### src/rtl/led_status_panel.sv
// Board LED panel: page 0 echoes the switches, pages 1..PAGES-1 show snapshotted CPU debug
// words. Optional PWM dimming (bright_i input) is enabled by defining LED_PWM_EN.
module led_status_panel #(
    parameter int unsigned LED_W     = 16,
    parameter int unsigned ADDR_W    = 12,
    parameter int unsigned MODE_W    = 3,
    parameter int unsigned PAGES     = 4,
    parameter int unsigned TICK_DIV  = 50000,
    parameter int unsigned BLINK_MS  = 250,
    parameter int unsigned SCROLL_MS = 2000,
    parameter int unsigned PWM_W     = 4,
    localparam int unsigned PSW      = (PAGES > 1) ? $clog2(PAGES) : 1
) (
    input  logic                           clk_i,
    input  logic                           rst_ni,
`ifdef LED_PWM_EN
    input  logic [PWM_W-1:0]               bright_i,
`endif
    input  logic                           run_i,
    input  logic [MODE_W-1:0]              mode_i,
    input  logic [ADDR_W-1:0]              in_addr_i,
    input  logic [(PAGES-1)*LED_W-1:0]     page_data_i,
    input  logic [PSW-1:0]                 page_sel_i,
    input  logic                           auto_scroll_i,
    input  logic                           freeze_i,
    output logic [LED_W-1:0]               leds_o,
    output logic [PSW-1:0]                 cur_page_o
);

    localparam int unsigned PreW = (TICK_DIV > 1) ? $clog2(TICK_DIV) : 1;
    localparam int unsigned BlkW = (BLINK_MS > 1) ? $clog2(BLINK_MS) : 1;
    localparam int unsigned ScrW = (SCROLL_MS > 1) ? $clog2(SCROLL_MS) : 1;
    localparam int unsigned AckW = $clog2(2 * BLINK_MS + 1);

    localparam logic [PreW-1:0] PreMax   = PreW'(TICK_DIV - 1);
    localparam logic [BlkW-1:0] BlkMax   = BlkW'(BLINK_MS - 1);
    localparam logic [ScrW-1:0] ScrMax   = ScrW'(SCROLL_MS - 1);
    localparam logic [AckW-1:0] AckLoad  = AckW'(2 * BLINK_MS);
    localparam logic [PSW-1:0]  LastPage = PSW'(PAGES - 1);

    if (LED_W < 1 + MODE_W + ADDR_W || PAGES < 2 || PAGES > 16 || PWM_W < 1 ||
        TICK_DIV < 1 || BLINK_MS < 1 || SCROLL_MS < 1) begin : g_param_err
        $error("led_status_panel: illegal parameter combination");
    end

    logic [PreW-1:0]                   presc_q, presc_d;
    logic [BlkW-1:0]                   blk_cnt_q, blk_cnt_d;
    logic                              blink_q, blink_d;
    logic [ScrW-1:0]                   scr_q, scr_d;
    logic [PSW-1:0]                    page_q, page_d;
    logic [PAGES-2:0][LED_W-1:0]       snap_q, snap_d;
    logic [MODE_W-1:0]                 mode_q;
    logic [AckW-1:0]                   ack_q, ack_d;
    logic [LED_W-1:0]                  leds_q;
    logic [LED_W-1:0]                  comp;
    logic [LED_W-1:0]                  page0_word;
    logic [PSW-1:0]                    page_idx;
    logic                              tick;

    assign tick       = (presc_q == PreMax);
    assign presc_d    = tick ? '0 : presc_q + 1'b1;
    assign snap_d     = freeze_i ? snap_q : page_data_i;
    assign page0_word = LED_W'({in_addr_i, mode_i, run_i});
    assign page_idx   = page_q - 1'b1;

    always_comb begin
        blk_cnt_d = blk_cnt_q;
        blink_d   = blink_q;
        if (tick) begin
            if (blk_cnt_q == BlkMax) begin
                blk_cnt_d = '0;
                blink_d   = ~blink_q;
            end else begin
                blk_cnt_d = blk_cnt_q + 1'b1;
            end
        end
    end

    // Manual mode follows page_sel (out-of-range selects fall back to page 0).
    always_comb begin
        page_d = page_q;
        scr_d  = scr_q;
        if (!auto_scroll_i) begin
            scr_d  = '0;
            page_d = (32'(page_sel_i) >= PAGES) ? '0 : page_sel_i;
        end else if (tick) begin
            if (scr_q == ScrMax) begin
                scr_d  = '0;
                page_d = (page_q == LastPage) ? '0 : page_q + 1'b1;
            end else begin
                scr_d = scr_q + 1'b1;
            end
        end
    end

    always_comb begin
        ack_d = ack_q;
        if (mode_i != mode_q) begin
            ack_d = AckLoad;
        end else if (tick && ack_q != '0) begin
            ack_d = ack_q - 1'b1;
        end
    end

    always_comb begin
        comp = (page_q == '0) ? page0_word : snap_q[page_idx];
        if (ack_q != '0) begin
            comp[MODE_W:1] = mode_i & {MODE_W{blink_q}};
        end
        if (!run_i) begin
            comp = LED_W'(blink_q);
        end
    end

    always_ff @(posedge clk_i or negedge rst_ni) begin
        if (!rst_ni) begin
            presc_q   <= '0;
            blk_cnt_q <= '0;
            blink_q   <= 1'b0;
            scr_q     <= '0;
            page_q    <= '0;
            snap_q    <= '0;
            mode_q    <= '0;
            ack_q     <= '0;
        end else begin
            presc_q   <= presc_d;
            blk_cnt_q <= blk_cnt_d;
            blink_q   <= blink_d;
            scr_q     <= scr_d;
            page_q    <= page_d;
            snap_q    <= snap_d;
            mode_q    <= mode_i;
            ack_q     <= ack_d;
        end
    end

`ifdef LED_PWM_EN
    logic [PWM_W-1:0] pwm_q;
    logic [LED_W-1:0] comp_q;

    always_ff @(posedge clk_i or negedge rst_ni) begin
        if (!rst_ni) begin
            pwm_q  <= '0;
            comp_q <= '0;
            leds_q <= '0;
        end else begin
            pwm_q  <= pwm_q + 1'b1;
            comp_q <= comp;
            leds_q <= comp_q & {LED_W{pwm_q < bright_i}};
        end
    end
`else
    always_ff @(posedge clk_i or negedge rst_ni) begin
        if (!rst_ni) begin
            leds_q <= '0;
        end else begin
            leds_q <= comp;
        end
    end
`endif

    assign leds_o     = leds_q;
    assign cur_page_o = page_q;

endmodule
### config.mk
export PLATFORM = sky130hd
export DESIGN_NAME = led_status_panel
export DESIGN_NICKNAME = d
export VERILOG_FILES = /design/src/rtl/led_status_panel.sv
export SDC_FILE = /design/constraint.sdc
export NUM_CORES = 1
export LEC_CHECK = 0
export ABC_AREA = 1
export CAP_MARGIN = 15
export CORE_ASPECT_RATIO = 0.9
export CORE_MARGIN = 5
export CORE_UTILIZATION = 45
export CTS_BUF_LIST = sky130_fd_sc_hd__clkbuf_2 sky130_fd_sc_hd__clkbuf_4 sky130_fd_sc_hd__clkbuf_8
export CTS_CLUSTER_SIZE = 25
export DETAILED_ROUTE_END_ITERATION = 12
export PLACE_DENSITY = 0.79
export SETUP_SLACK_MARGIN = 0.5
export SLEW_MARGIN = 40
export SYNTH_ARGS = -nofsm -noshare
export SYNTH_HDL_FRONTEND = slang
export SYNTH_SLANG_ARGS = --single-unit
export TNS_END_PERCENT = 100
### constraint.sdc
create_clock -name clk_i -period 5.4 [get_ports clk_i]
set_input_delay 0.81 -clock clk_i [delete_from_list [all_inputs] [get_ports clk_i]]
set_output_delay 0.81 -clock clk_i [all_outputs]
set_load 0.01 [all_outputs]
==> results.yml, run 1 <==
pwr:
  power_uw: 2250
  p_leak_uw: 0.00329
  irDropWorstVdd_mv: 0.206
  power_per_cell_area_mw_per_mm2: 310
worst_setup_path:
  arrival_ps: 2910
  crit_path_max_fanout: 26
  worstPathRequired_ps: 5750
  crit_type: "register to register"
  endpoint_kind: "register"
  worst_setup_path_start_kind: "register"
detailed_routing:
  wl_met2_mm: 6.88
  routedWlPerCell_um: 15.7
  wl_met1_mm: 5.97
  vias: 4788
  wl_mm: 14.1
  via_per_inst: 5.33
  wl_met3_mm: 1.02
  drc: 0
  drt_iter0_drc: 362
  top_layer_used: "met4"
  final_antenna_net_count: 0
  dr.pass1.iters: 5
sta:
  finalCritPeriodShare: 0.474
  final_hold_viol_count: 0
  finClkSkew_ps: 17.2
  slew_viol_final: 0
  worstMarginPinSlew_ps: 738
  slew_headroom: 0.506
  period_minus_slack_ps: 2560
  rsz0062_at_grt: "false"
  final.setup.tns_ps: 0
  maxClockFrequency_ghz: 0.390
  setup_viol: 0
hold_path:
  hold_class: "input port to asynchronous set/reset pin"
cells_and_area:
  fill_cells: 1075
  diodes: 0
  area_growth_pct: 24.5
  layout_commonest_cell: "dfrtp_1"
  drive_gt1_frac: 0.169
  utilization: 0.571
  final_cell_mix: "dfrtp_1, nand2_1, clkdlybuf4s50_1"
  nets: 799
yosys:
  synth-edff-count: 0
  synth.yosys.seq_area_share: 0.490
  syn_area_mm2: 0.00582
  ys_warn_count: 0
  async_reset_ff_frac: 1.00
  synthDistinctLibCells: 42
  synth-main-ff-cell: "dfrtp_1"
  avgSynthCellArea_um2: 9.17
  ys_ff_latch: 114
  synth_fp_nets: 712
  synth_cells: 635
die:
  io_pins: 88
  dieArea_mm2: 0.0153
  design.core.area_mm2: 0.0127
  die_width_um: 130
  placement_rows: 39
  die_height_um: 118
  floorplan.initialDensity: 0.459
placed_design:
  place.gp.congestion: 0.860
  hpwl_mm: 10.3
  port_buffers: 87
clocking:
  clock_sinks: 114
  path_clk_slew_ps: 80
  cts_hold_buf: 0
  h-tree-depth: 4
  tritoncts: "built"
  insertion_delay_ps: 440
  cts_setup_buffers: 0
  cts.path.max_buffers: 2
  cts-resized-gates: 0
  cts_root_buf: "clkbuf_8"
  cts_made_buffers: 17
status:
  status: "completed"
flow_run:
  maxCapViolCount: 0
global_routing:
  grt_overflow: 0
  grt_pass1_wl_mm: 24.5
  gr-usage-all-layers: 0.199
  grt_pass1_vias: 5108
  grt_max_degree: 67
  antenna_found_initial: 0
[final timing paths]
check                      depth (start not counted)          start          to  slack (ps)
max reg2reg                                        8  cur_page_o[0]   leds_o[4]        2840
max in group asynchronous                          2         rst_ni  presc_q[0]        3950
min reg2reg                                        1     presc_q[0]  presc_q[0]         470
min                                                1         rst_ni  snap_q[32]         340
max                                                8  cur_page_o[0]   leds_o[4]        2840
min in group clk_i                                 1     presc_q[0]  presc_q[0]         470
[critical path, stage by stage, from the launching register on]
cell,delay (ps)
dfrtp_1,360
buf_4,210
inv_1,360
ha_1,360
inv_1,400
nand2_1,90
inv_1,360
a21oi_1,140
a21oi_1,190
[sequential cells by signal (all words and copies together) (netlist names)]
| name | flops |
|---|---|
| snap_q | 48 |
| leds_o | 16 |
| presc_q | 16 |
| scr_q | 11 |
| ack_q | 9 |
| blk_cnt_q | 8 |
| mode_q | 3 |
| cur_page_o | 2 |
| blink_q | 1 |
[cell usage after synthesis, types with 4 or more instances]
library cell | n | area [µm²]
nand2_2 | 6 | 37.5
a21oi_1 | 33 | 165
inv_1 | 50 | 188
mux2_2 | 48 | 541
nand2_1 | 109 | 409
inv_2 | 7 | 26.3
nor2_4 | 5 | 56.3
ha_1 | 7 | 87.6
buf_2 | 10 | 50.1
nand3_1 | 50 | 250
nor2_1 | 66 | 248
nand2_4 | 4 | 45.0
nand4_1 | 11 | 68.8
o21ai_0 | 43 | 215
nand3b_1 | 6 | 45.0
dfrtp_1 | 114 | 2850
nor2_2 | 6 | 37.5
clkbuf_1 | 5 | 18.8
nor3_1 | 5 | 25.0
xor2_1 | 16 | 140
[area by class of cell]
type                       count  area [µm²]  share of cell area
inverter                      59         224              0.0309
clock buffer                  19         255              0.0352
sequential                   114        2850               0.394
tap                          164         205              0.0283
timing repair buffer          89         885               0.122
multi-input combinational    441        2620               0.362
clock inverter                12         206              0.0285
[cells by family after synthesis]
| family | after synthesis | synth area share |
|---|---|---|
| flops | 114 | 0.490 |
| xor+xnor | 19 | 0.0286 |
| fa+ha+maj | 7 | 0.0150 |
| compound gates | 89 | 0.0821 |
| simple gates | 278 | 0.232 |
| buf+inv | 80 | 0.0601 |
| mux | 48 | 0.0928 |
[per-stage QoR]
stage          hold WS [ps]  cells  area [µm²]  setup slack, ps
2_1_floorplan           429    635        5820             3500
3_3_place_gp            449    867        6780             2940
3_5_place_dp            462    867        6780             2870
4_1_cts                 472    898        7250             2900
5_1_grt                 374    898        7250             2680
6_report                343    898        7250             2840
[metal layers]
layer	GRT usage	vias up
met5	0	-
met4	0.0552	0
li1	-	2273
met3	0.0780	18
met1	0.251	2344
met2	0.318	153
[report_power, final]
group | switching [µW] | leakage, µW | total, µW | internal, µW
Combinational | 188 | 0.00165 | 358 | 170
Sequential | 39.7 | 0.00142 | 957 | 917
Clock | 364 | 0.000230 | 931 | 568
Total | 591 | 0.00329 | 2250 | 1660
No activity file was read; power rests on OpenSTA's default activity.
==> inputs of run 2 (changes only) <==
--- a/config.mk
+++ b/config.mk
@@ -13,7 +13,7 @@
 export CTS_BUF_LIST = sky130_fd_sc_hd__clkbuf_2 sky130_fd_sc_hd__clkbuf_4 sky130_fd_sc_hd__clkbuf_8
 export CTS_CLUSTER_SIZE = 25
 export DETAILED_ROUTE_END_ITERATION = 12
-export PLACE_DENSITY = 0.79
+export PLACE_DENSITY = 0.82
 export SETUP_SLACK_MARGIN = 0.5
 export SLEW_MARGIN = 40
 export SYNTH_ARGS = -nofsm -noshare
==> constraint.sdc (replaced) <==
create_clock -name clk_i -period 2.3 [get_ports clk_i]
set_input_delay 0.345 -clock clk_i [delete_from_list [all_inputs] [get_ports clk_i]]
set_output_delay 0.345 -clock clk_i [all_outputs]
set_load 0.01 [all_outputs]
==> run 2 against run 1 <==
  * Clock skew grew 0.61 ps
  * Total power grew 130%
  * Flip-flop and latch count is the same
  * Final cell count grew 1.4%
  * Final area grew 2.1%
  * Global-route usage shrank 0.49 points
  * Worst hold slack gained 78 ps
==> results.yml, run 2 (synthesis results as in run 1) <==
cells_and_area:
  nets: 811
  area_growth_pct: 27.1
  top_register: "snap_q"
  layout_commonest_cell: "dfrtp_1"
  drive_gt1_frac: 0.191
  fin_area_mm2: 0.00740
  largest_register_ffs: 48
  final_cell_mix: "dfrtp_1, nand2_1, clkdlybuf4s50_1"
  diodes: 0
sta:
  maxClockFrequency_ghz: 0.582
  slew_headroom: 0.586
  final_hold_viol_count: 0
  setup_viol: 0
  finalCritPeriodShare: 0.747
  worstMarginPinSlew_ps: 619
  slew_viol_final: 0
  period_minus_slack_ps: 1720
  finClkSkew_ps: 17.8
  final.setup.tns_ps: 0
  rsz0062_at_grt: "true"
placed_design:
  port_buffers: 87
  post_dp_cell_area_mm2: 0.00687
  place.gp.congestion: 0.870
  hpwl_mm: 9.99
clocking:
  cts.path.max_buffers: 2
  clock_sinks: 114
  tritoncts: "built"
  h-tree-depth: 4
  insertion_delay_ps: 450
  cts_made_buffers: 17
  path_clk_slew_ps: 80
  cts_root_buf: "clkbuf_8"
die:
  io_pins: 88
  dieArea_mm2: 0.0153
  die_height_um: 118
  floorplan.initialDensity: 0.459
  placement_rows: 39
  die_width_um: 130
  design.core.area_mm2: 0.0127
worst_setup_path:
  crit_buf_inv: 1
  regToRegSetupSlack_ps: 600
  endpoint_kind: "primary output"
  crit_path_max_fanout: 1
  cpPeakStageDelay_ps: 550
  reg2regPathDepth: 10
  worst_setup_path_start_kind: "register"
  slowest_stage: "clkdlybuf4s50_1"
  arrival_ps: 1370
  worstPathRequired_ps: 1960
  cp.depth: 1
  path_delay_family: "buffers and inverters"
  crit_type: "register to primary output"
  crit_chain: "clkdlybuf4s50_1"
global_routing:
  gr-usage-all-layers: 0.194
  antenna_found_initial: 0
  grt_max_degree: 44
  grt_pass1_vias: 4895
  grt_pass1_wl_mm: 23.5
  grt_overflow: 0
detailed_routing:
  dr.pass1.iters: 8
  wl_mm: 14.1
  vias: 4772
  drc: 0
  final_antenna_net_count: 0
  routedWlPerCell_um: 15.5
  via_per_inst: 5.24
  drt_iter0_drc: 345
status:
  status: "completed"
hold_path:
  hold_path_depth: 1
  hold_class: "input port to register"
pwr:
  irDropWorstVdd_mv: 0.488
  power_per_cell_area_mw_per_mm2: 709
  p_leak_uw: 0.00334
flow_run:
  maxCapViolCount: 0
## run 2: cell type report
type | count | area (µm²)
fillers | 1057 | 5280
flip-flops and latches | 114 | 2850
multi-input cells | 441 | 2650
repair buffers | 101 | 1030
clock buffers | 17 | 234
inverters | 59 | 231
well taps | 164 | 205
clock inverters | 15 | 196
## run 2: per-stage QoR
| stage | total power, µW | utilization | hold slack (ps) | std cells | setup slack (ps) |
|---|---|---|---|---|---|
| 2_1_floorplan | 2710 | - | 49.4 | 635 | 544 |
| 3_5_place_dp | 3160 | 0.542 | 396 | 874 | 377 |
| 6_report | 5250 | 0.584 | 421 | 911 | 581 |
| 4_1_cts | 5250 | 0.580 | 402 | 911 | 547 |
| 5_1_grt | 5500 | 0.584 | 397 | 911 | 496 |
| 3_3_place_gp | 3130 | 0.542 | 389 | 874 | 463 |
## run 2: worst register-to-register path: cells and delay by family (launching register included)
| family | cells | cell delay [ps] |
|---|---|---|
| AND/OR/NAND/NOR | 8 | 940 |
| adder cells (fa/ha/maj) | 1 | 190 |
| buffers and inverters | 1 | 80 |
| flip-flops | 1 | 380 |
## run 2: timing repair
action | CTS | global route
hold buffers | 1 | 0
pin swaps | 0 | 2
hold endpoints to repair | 40 | 0
resized for setup | 4 | 10
endpoints found under the setup margin | 4 | 32
gates cloned | 0 | 0
setup buffers | 4 | 0
## run 2: path summary, 6_finish.rpt
check / start / end
hold reg to reg: presc_q[0] / presc_q[0]
max in group asynchronous: rst_ni / ack_q[8]
setup reg to reg: presc_q[0] / cur_page_o[0]
min in group asynchronous: rst_ni / presc_q[12]
setup / recovery: leds_o[0] / leds_o[0]
hold / removal: mode_i[0] / mode_q[0]
## run 2: report_power, final
group	total [µW]	internal, µW	switching, µW
logic	957	474	484
clock network	2050	1100	950
registers	2240	2150	85.5
total	5250	3730	1520
## run 2: per-layer routing
metal / global-route usage / wire length [µm] / up-vias / share of wire
met2: 0.303 / 6870 / 150 / 0.49
met3: 0.0694 / 894 / 29 / 0.063
met4: 0.0890 / 367 / 0 / 0.026
met5: 0 / 0 / - / 0
met1: 0.239 / 6010 / 2298 / 0.43
li1: - / - / 2295 / -
==> inputs of run 3 (changes only) <==
==> constraint.sdc (replaced) <==
create_clock -name clk_i -period 1.57 [get_ports clk_i]
set_input_delay 0.2355 -clock clk_i [delete_from_list [all_inputs] [get_ports clk_i]]
set_output_delay 0.2355 -clock clk_i [all_outputs]
set_load 0.01 [all_outputs]
==> run 3 against run 2 <==
  * Register-to-register slack got worse by 700 ps
  * Via count rose by 15%
  * Utilization rose by 9.3 points
  * Total power rose by 57%
  * Sequential power rose by 48%
  * Die area did not move
  * Flip-flop and latch count did not move
  * Largest power group unchanged
  * Critical path depth rose by 10
  * The flow now finishes with violations (negative setup slack)
  * Worst hold slack got worse by 160 ps
  * Largest cell class is now multi-input combinational cells
  * Final cell count rose by 7.0%
  * Worst setup slack got worse by 690 ps
  * Clock-buffer cell count rose by 1
==> results.yml, run 3 (synthesis results as in run 1) <==
clocking:
  h-tree-depth: 4
  cts.path.max_buffers: 2
  path_clk_slew_ps: 80
  clock_sinks: 114
  cts_made_buffers: 17
  insertion_delay_ps: 450
  tritoncts: "built"
  cts_root_buf: "clkbuf_8"
global_routing:
  grt_max_degree: 49
  grtUsageMet1: 0.288
  grt_pass1_wl_mm: 27.3
  antenna_found_initial: 0
  met3_usage: 0.0417
  gr-usage-all-layers: 0.227
  grt-busiest-layer: "met2"
  grt.met2_usage: 0.383
  grt_overflow: 0
  grt_pass1_vias: 5419
worst_setup_path:
  worst_setup_path_start_kind: "register"
  endpoint_kind: "register"
  arrival_ps: 2000
  crit_type: "register to register"
  crit_path_max_fanout: 6
  worstPathRequired_ps: 1900
sta:
  finalCritPeriodShare: 1.07
  setup_viol: 41
  final_hold_viol_count: 0
  slew_headroom: 0.686
  final.setup.tns_ps: -1500
  rsz0062_at_grt: "true"
  slew_viol_final: 0
  finClkSkew_ps: 12.2
  period_minus_slack_ps: 1670
  fin_ws_ps: -105
  worstMarginPinSlew_ps: 469
  maxClockFrequency_ghz: 0.597
die:
  placement_rows: 39
  die_width_um: 130
  floorplan.initialDensity: 0.459
  die_height_um: 118
  io_pins: 88
  dieArea_mm2: 0.0153
  design.core.area_mm2: 0.0127
detailed_routing:
  final_antenna_net_count: 0
  wl_mm: 18.9
  vias: 5482
  drc: 0
  drt_iter0_drc: 563
  via_per_inst: 5.62
  routedWlPerCell_um: 19.4
  dr.pass1.iters: 5
placed_design:
  hpwl_mm: 10.9
  place.gp.congestion: 0.884
  post_dp_cell_area_mm2: 0.00721
  port_buffers: 87
cells_and_area:
  fill_cells: 876
  multi_input_area_mm2: 0.00324
  top_register: "snap_q"
  regArea_mm2: 0.00286
  final_cell_mix: "dfrtp_1, nand2_1, clkdlybuf4s50_1"
  layout_commonest_cell: "dfrtp_1"
  largest_register_ffs: 48
  area_growth_pct: 47.4
  drive_gt1_frac: 0.390
  fin_area_mm2: 0.00859
  nets: 875
  diodes: 0
pwr:
  power_per_cell_area_mw_per_mm2: 960
  irDropWorstVdd_mv: 0.679
  power_uw: 8240
  p_leak_uw: 0.00381
status:
  violations: "negative setup slack"
  status: "finished, violations left"
flow_run:
  maxCapViolCount: 0
hold_path:
  hold_class: "input port to asynchronous set/reset pin"
==> run 3: cell count changes in the layout (fill, tap and decap cells not counted), sizes merged, moves of 2 or more <==
cell           before  now
clkdlybuf4s50      83   67
clkinvlp            5    2
buf                15   91
bufinv              3    1
clkinv              4   11
clkbuf             17   20
dlygate4sd2         2    0
==> run 3: power breakdown <==
group          leakage [µW]  switching [µW]  internal [µW]
registers           0.00141             160           3160
logic               0.00220            1160           1110
clock network      0.000190            1350           1310
==> run 3: worst paths after layout <==
check	start	end	slack, ps	cells after the start
max	presc_q[0]	cur_page_o[0]	-100	11
min	rst_ni	scr_q[3]	260	2
max reg2reg	presc_q[0]	cur_page_o[0]	-100	11
min reg2reg	snap_q[26]	snap_q[26]	510	1
max in group asynchronous	rst_ni	ack_q[3]	710	3
min in group clk_i	freeze_i	snap_q[26]	370	3
==> run 3: repair_timing <==
item	in CTS	in global routing
gates resized for setup	148	65
hold buffers	1	0
setup endpoints to repair	79	80
pin swaps	40	36
hold endpoints to repair	24	0
cloned	6	2
buffers inserted	23	21
==> run 3: critical path, cell delays in order (launching register included) <==
cell,delay (ps)
dfrtp_1,410
ha_4,180
nand2_4,60
clkinv_4,70
nand2_8,50
nor2_4,140
buf_4,130
nand3_4,170
nand2_4,160
nand2_2,70
nand2_1,60
nand2_1,60
==> run 3: per-layer routing <==
| metal | share of wire | wire [µm] |
|---|---|---|
| met1 | 0.40 | 7590 |
| met2 | 0.52 | 9830 |
| met3 | 0.044 | 832 |
| met4 | 0.034 | 650 |
| met5 | 0 | 0 |
==> run 3: stage by stage <==
step                 util  cells  setup WS [ps]  hold slack, ps
floorplan               -    635           61.9           -60.1
global placement    0.568    890           13.2             180
detailed placement  0.568    890          -75.2             188
CTS                 0.637    952           17.0             265
global route        0.677    975           -157             292
finish              0.677    975           -105             257
==> run 3: layout make-up <==
type,count,area share
sequential,114,0.333
clock inverter,14,0.0152
inverter,59,0.0287
timing repair inverter,2,0.00131
tap,164,0.0239
multi-input combinational,443,0.377
timing repair buffer,161,0.192
clock buffer,18,0.0289
==> edit 1: new RTL, settings of run 1 <==
Set the parameter `PAGES` to 2 (it was 4).
--- a/src/rtl/led_status_panel.sv
+++ b/src/rtl/led_status_panel.sv
@@ -6,3 +6,3 @@
     parameter int unsigned MODE_W    = 3,
-    parameter int unsigned PAGES     = 4,
+    parameter int unsigned PAGES     = 2,
     parameter int unsigned TICK_DIV  = 50000,
Ports: changed (resized cur_page_o, page_data_i and page_sel_i); port bits go from 88 to 54. The function was not compared with the original's and may differ.
==> edit 1 against run 1 <==
Cell area down 32%; setup slack better by 0.042 ns; maximum frequency up 1.7%; critical path depth down 7; synthesized area down 30%; sequential share of layout area up 1.6 points; total power down 43%; synthesized cell count down 24%; global-route usage down 2.7 points; sequential cell count down 33; routed wire length down 37%; largest cell class unchanged; largest power group unchanged.
==> edit 1: results (changes against run 1) <==
----------------------------------------------------
[Layout]
  Number of nets in the layout ... 577 (was 799)
  Multi-input combinational area share ... 0.359 (was 0.362)
  Final non-clock buffer share ... 0.113 (was 0.122)
  Logic inverters ... 57 (was 59)
  Filler cells ... 839 (was 1075)
  Count of non-CTS buffers in the layout ... 54 (was 89)
  Share of post-route cells with drive strength above 1 ... 0.109 (was 0.169)
  Flip-flop and latch share of the layout cell area ... 0.410 (was 0.394)

[Clocking]
  Clk Latency, worst-skew pair ... 0.37 ns (was 0.44 ns)
  Max H-tree Level ... 3 (was 4)
  TritonCTS Buffers ... 9 (was 17)

[GRT]
  Global-route track usage on met2 ... 0.271 (was 0.318)
  GRT Total Usage ... 0.172 (was 0.199)
  Pin count of the biggest net entering global routing ... 82 (was 67)
  GR met1 Demand/Resource ... 0.211 (was 0.251)
  Fraction of met3 tracks used by global routing ... 0.0822 (was 0.0780)

[Status]
  Result of the run ... completed (unchanged)

[Route]
  Count of routing violations after the opening detailed-route iteration ... 173 (was 362)
  Final wirelength ... 8.84 mm (was 14.1 mm)
  Met3 routed WL ... 800 um (was 1.02 mm)
  Met2 routed WL ... 4.14 mm (was 6.88 mm)

[Yosys]
  Top cell types by occurrence after synthesis ... sky130_fd_sc_hd__nand2_1 (84), sky130_fd_sc_hd__dfrtp_1 (81), sky130_fd_sc_hd__nor2_1 (79) (was sky130_fd_sc_hd__dfrtp_1 (114), sky130_fd_sc_hd__nand2_1 (109), sky130_fd_sc_hd__nor2_1 (66))
  Proportion of synthesized area in mux cells ... 0.0440 (was 0.0928)
  Synthesized-area fraction occupied by adder cells ... 0.0153 (was 0.0150)
  Mapped Nets ... 522 (was 712)
  Compound-gate portion of the synthesized area ... 0.0743 (was 0.0821)

[Critical path]
  Origin of the worst setup path ... cur_page_o$_DFFE_PN0P_ (was cur_page_o[0]$_DFFE_PN0P_)
  Arrival time at the worst endpoint ... 1.71 ns (was 2.91 ns)
  Endpoint of the lowest-slack register-to-register path ... cur_page_o$_DFFE_PN0P_ (was leds_o[4]$_DFF_PN0_)

[Place]
  Sum of net half-perimeters after detailed placement ... 6.33 mm (was 10.3 mm)
  Worst slack at placement ... 2.99 ns (was 2.87 ns)

[Power]
  Pwr/cell area ... 259 nW/um^2 (was 310 nW/um^2)
  Maximum resistive drop on vdd ... 0.205 mV (was 0.206 mV)
  Static leakage ... 2.35 nW (was 3.29 nW)

[Timing]
  Worst hold slack after final layout ... 0.271 ns (was 0.343 ns)
  Final clock period utilization by the worst path ... 0.467 (was 0.474)
  Max-slew headroom at the worst pin ... 0.519 (was 0.506)

----------------------------------------------------
## edit 1: changes by cell type after synthesis, moves of 7 or more
cell                      change
sky130_fd_sc_hd__a21oi_1     -24
sky130_fd_sc_hd__buf_2        -8
sky130_fd_sc_hd__dfrtp_1     -33
sky130_fd_sc_hd__mux2_2      -32
sky130_fd_sc_hd__nand2_1     -25
sky130_fd_sc_hd__nand3_1      -7
sky130_fd_sc_hd__nor2_1      +13
sky130_fd_sc_hd__o21ai_0     -12
## edit 1: per-stage QoR
step	util	power (mW)	cells	area (um^2)
6_report	0.550	1.28	662	4950
5_1_grt	0.550	1.35	662	4950
4_1_cts	0.547	1.30	661	4920
3_5_place_dp	0.524	0.826	645	4710
3_3_place_gp	0.523	0.819	645	4710
2_1_floorplan	-	0.745	480	4090
## edit 1: report_power, final
group          switching (mW)  total [mW]  leakage, nW  internal [mW]
Sequential             0.0215       0.657         1.03          0.636
Combinational          0.0789       0.157         1.21         0.0785
Clock                   0.246       0.469        0.107          0.223
Total                   0.346        1.28         2.35          0.937
==> edit 2: new RTL, flow settings as in run 1 <==
Made on the original files. Add an input register stage for `auto_scroll_i`; this delays it by one clock. The other inputs are not delayed to match.
--- a/src/rtl/led_status_panel.sv
+++ b/src/rtl/led_status_panel.sv
@@ -39,2 +39,8 @@
     localparam logic [PSW-1:0]  LastPage = PSW'(PAGES - 1);
+
+    logic auto_scroll_q;
+
+    always_ff @(posedge clk_i) begin
+        auto_scroll_q <= auto_scroll_i;
+    end
 
@@ -82,3 +88,3 @@
         scr_d  = scr_q;
-        if (!auto_scroll_i) begin
+        if (!auto_scroll_q) begin
             scr_d  = '0;
Behaviour: not the same (a bounded check fails within 4 cycles, from zero or initial values and one cycle with rst_ni low).
==> edit 2 against run 1 <==
Setup slack got worse by 0.46 ns; clock skew decreased by 0.0059 ns; sequential power up 2.5%; sequential cell count up 1; routed wire length fell by 2.4%; sequential share of layout area increased by 1.0 points; cell area decreased by 1.8%; clock power fell by 12%; synthesized area decreased by 1.3%; total power is 4.0% lower; first-iteration DRC count is 12% lower; maximum frequency decreased by 15%; largest cell class unchanged.
==> edit 2: results (changes against run 1) <==
----------------------------------------------------
[Status]
  Result of the run ... completed (unchanged)

[Critical path]
  Slowest-stage cell, CP ... sky130_fd_sc_hd__dfrtp_1 (was sky130_fd_sc_hd__inv_1)
  Crit-path max cell delay ... 0.84 ns (was 0.40 ns)
  Arrival time at the worst endpoint ... 3.33 ns (was 2.91 ns)

[Place]
  Sum of net half-perimeters after detailed placement ... 9.71 mm (was 10.3 mm)
  Worst slack at placement ... 2.44 ns (was 2.87 ns)
  Placed cell area ... 6720 um^2 (was 6780 um^2)
  Placed insts ... 862 (was 867)

[Power]
  Static leakage ... 3.26 nW (was 3.29 nW)
  Maximum resistive drop on vdd ... 0.184 mV (was 0.206 mV)

[Layout]
  Number of nets in the layout ... 794 (was 799)
  Share of post-route cells with drive strength above 1 ... 0.153 (was 0.169)

[GRT]
  Via count of the first global-routing pass ... 4850 (was 5108)
  GRT Total Usage ... 0.189 (was 0.199)
  Wire length of the first global-routing pass ... 22.7 mm (was 24.5 mm)

[Route]
  Final routed wire length divided by cell count ... 15.4 um (was 15.7 um)
  Count of routing violations after the opening detailed-route iteration ... 318 (was 362)
  Final wirelength ... 13.7 mm (was 14.1 mm)
  Average via count per standard cell ... 5.31 (was 5.33)

[Yosys]
  Proportion of synthesized chip area in sequential cells ... 0.500 (was 0.490)
  Mapped Nets ... 708 (was 712)
  Synth area leaders ... sky130_fd_sc_hd__dfrtp_1 (50%), sky130_fd_sc_hd__mux2_2 (9.6%), sky130_fd_sc_hd__nand2_1 (6.6%) (was sky130_fd_sc_hd__dfrtp_1 (49%), sky130_fd_sc_hd__mux2_2 (9.3%), sky130_fd_sc_hd__nand2_1 (7.0%))
  Top cell types by occurrence after synthesis ... sky130_fd_sc_hd__dfrtp_1 (114), sky130_fd_sc_hd__nand2_1 (101), sky130_fd_sc_hd__nor2_1 (70) (was sky130_fd_sc_hd__dfrtp_1 (114), sky130_fd_sc_hd__nand2_1 (109), sky130_fd_sc_hd__nor2_1 (66))
  Cell count after synthesis ... 631 (was 635)
  Synth unique cells ... 40 (was 42)

[Timing]
  Max-slew headroom at the worst pin ... 0.489 (was 0.506)

----------------------------------------------------
## edit 2: cell count changes after synthesis, sizes merged, moves of 2 or more
| cell | before | now |
|---|---|---|
| nand4 | 11 | 16 |
| o22ai | 3 | 0 |
| o21ai | 47 | 39 |
| nand3 | 53 | 60 |
| nor2 | 78 | 76 |
| inv | 57 | 63 |
| or2 | 2 | 4 |
| clkbuf | 6 | 8 |
| nand3b | 7 | 2 |
| o221ai | 0 | 3 |
| nand2 | 119 | 108 |
| a21oi | 34 | 36 |
| buf | 15 | 13 |
## edit 2: final timing paths
kind | end | start | slack (ns)
setup / recovery | leds_o[0]$_DFF_PN0_ | cur_page_o[0]$_DFFE_PN0P_ | 2.37
hold / removal | presc_q[0]$_DFF_PN0_ | rst_ni | 0.40
setup reg to reg | leds_o[0]$_DFF_PN0_ | cur_page_o[0]$_DFFE_PN0P_ | 2.37
hold reg to reg | presc_q[0]$_DFF_PN0_ | presc_q[0]$_DFF_PN0_ | 0.47
max in group asynchronous | snap_q[32]$_DFFE_PN0N_ | rst_ni | 4.06
min in group clk_i | presc_q[0]$_DFF_PN0_ | presc_q[0]$_DFF_PN0_ | 0.47
## edit 2: layout make-up
| type | instances | area, um^2 |
|---|---|---|
| inverters | 64 | 240 |
| flip-flops and latches | 115 | 2870 |
| repair buffers | 88 | 877 |
| clock inverters | 15 | 171 |
| clock buffers | 17 | 234 |
| well taps | 164 | 205 |
| multi-input cells | 431 | 2520 |
| fillers | 1064 | 5470 |
## edit 2: power breakdown
group	switching, mW	internal (mW)
sequential	0.0551	0.926
clock	0.400	0.423
combinational	0.181	0.174
## edit 2: cell families after synthesis
| group | share of synthesized area |
|---|---|
| AO/OA/AOI/OAI | 0.0781 |
| XOR/XNOR | 0.0274 |
| adder cells (fa/ha/maj) | 0.0152 |
| buffers and inverters | 0.0618 |
| flip-flops | 0.500 |
| multiplexers | 0.0960 |
| AND/OR/NAND/NOR | 0.222 |
## edit 2: layer usage
metal	track usage	vias up	share of wire	routed length, um
met4	0.0581	0	0.017	229
met5	0	-	0	0
met1	0.239	2270	0.42	5820
met2	0.316	187	0.49	6720
li1	-	2262	-	-
met3	0.0581	30	0.072	984
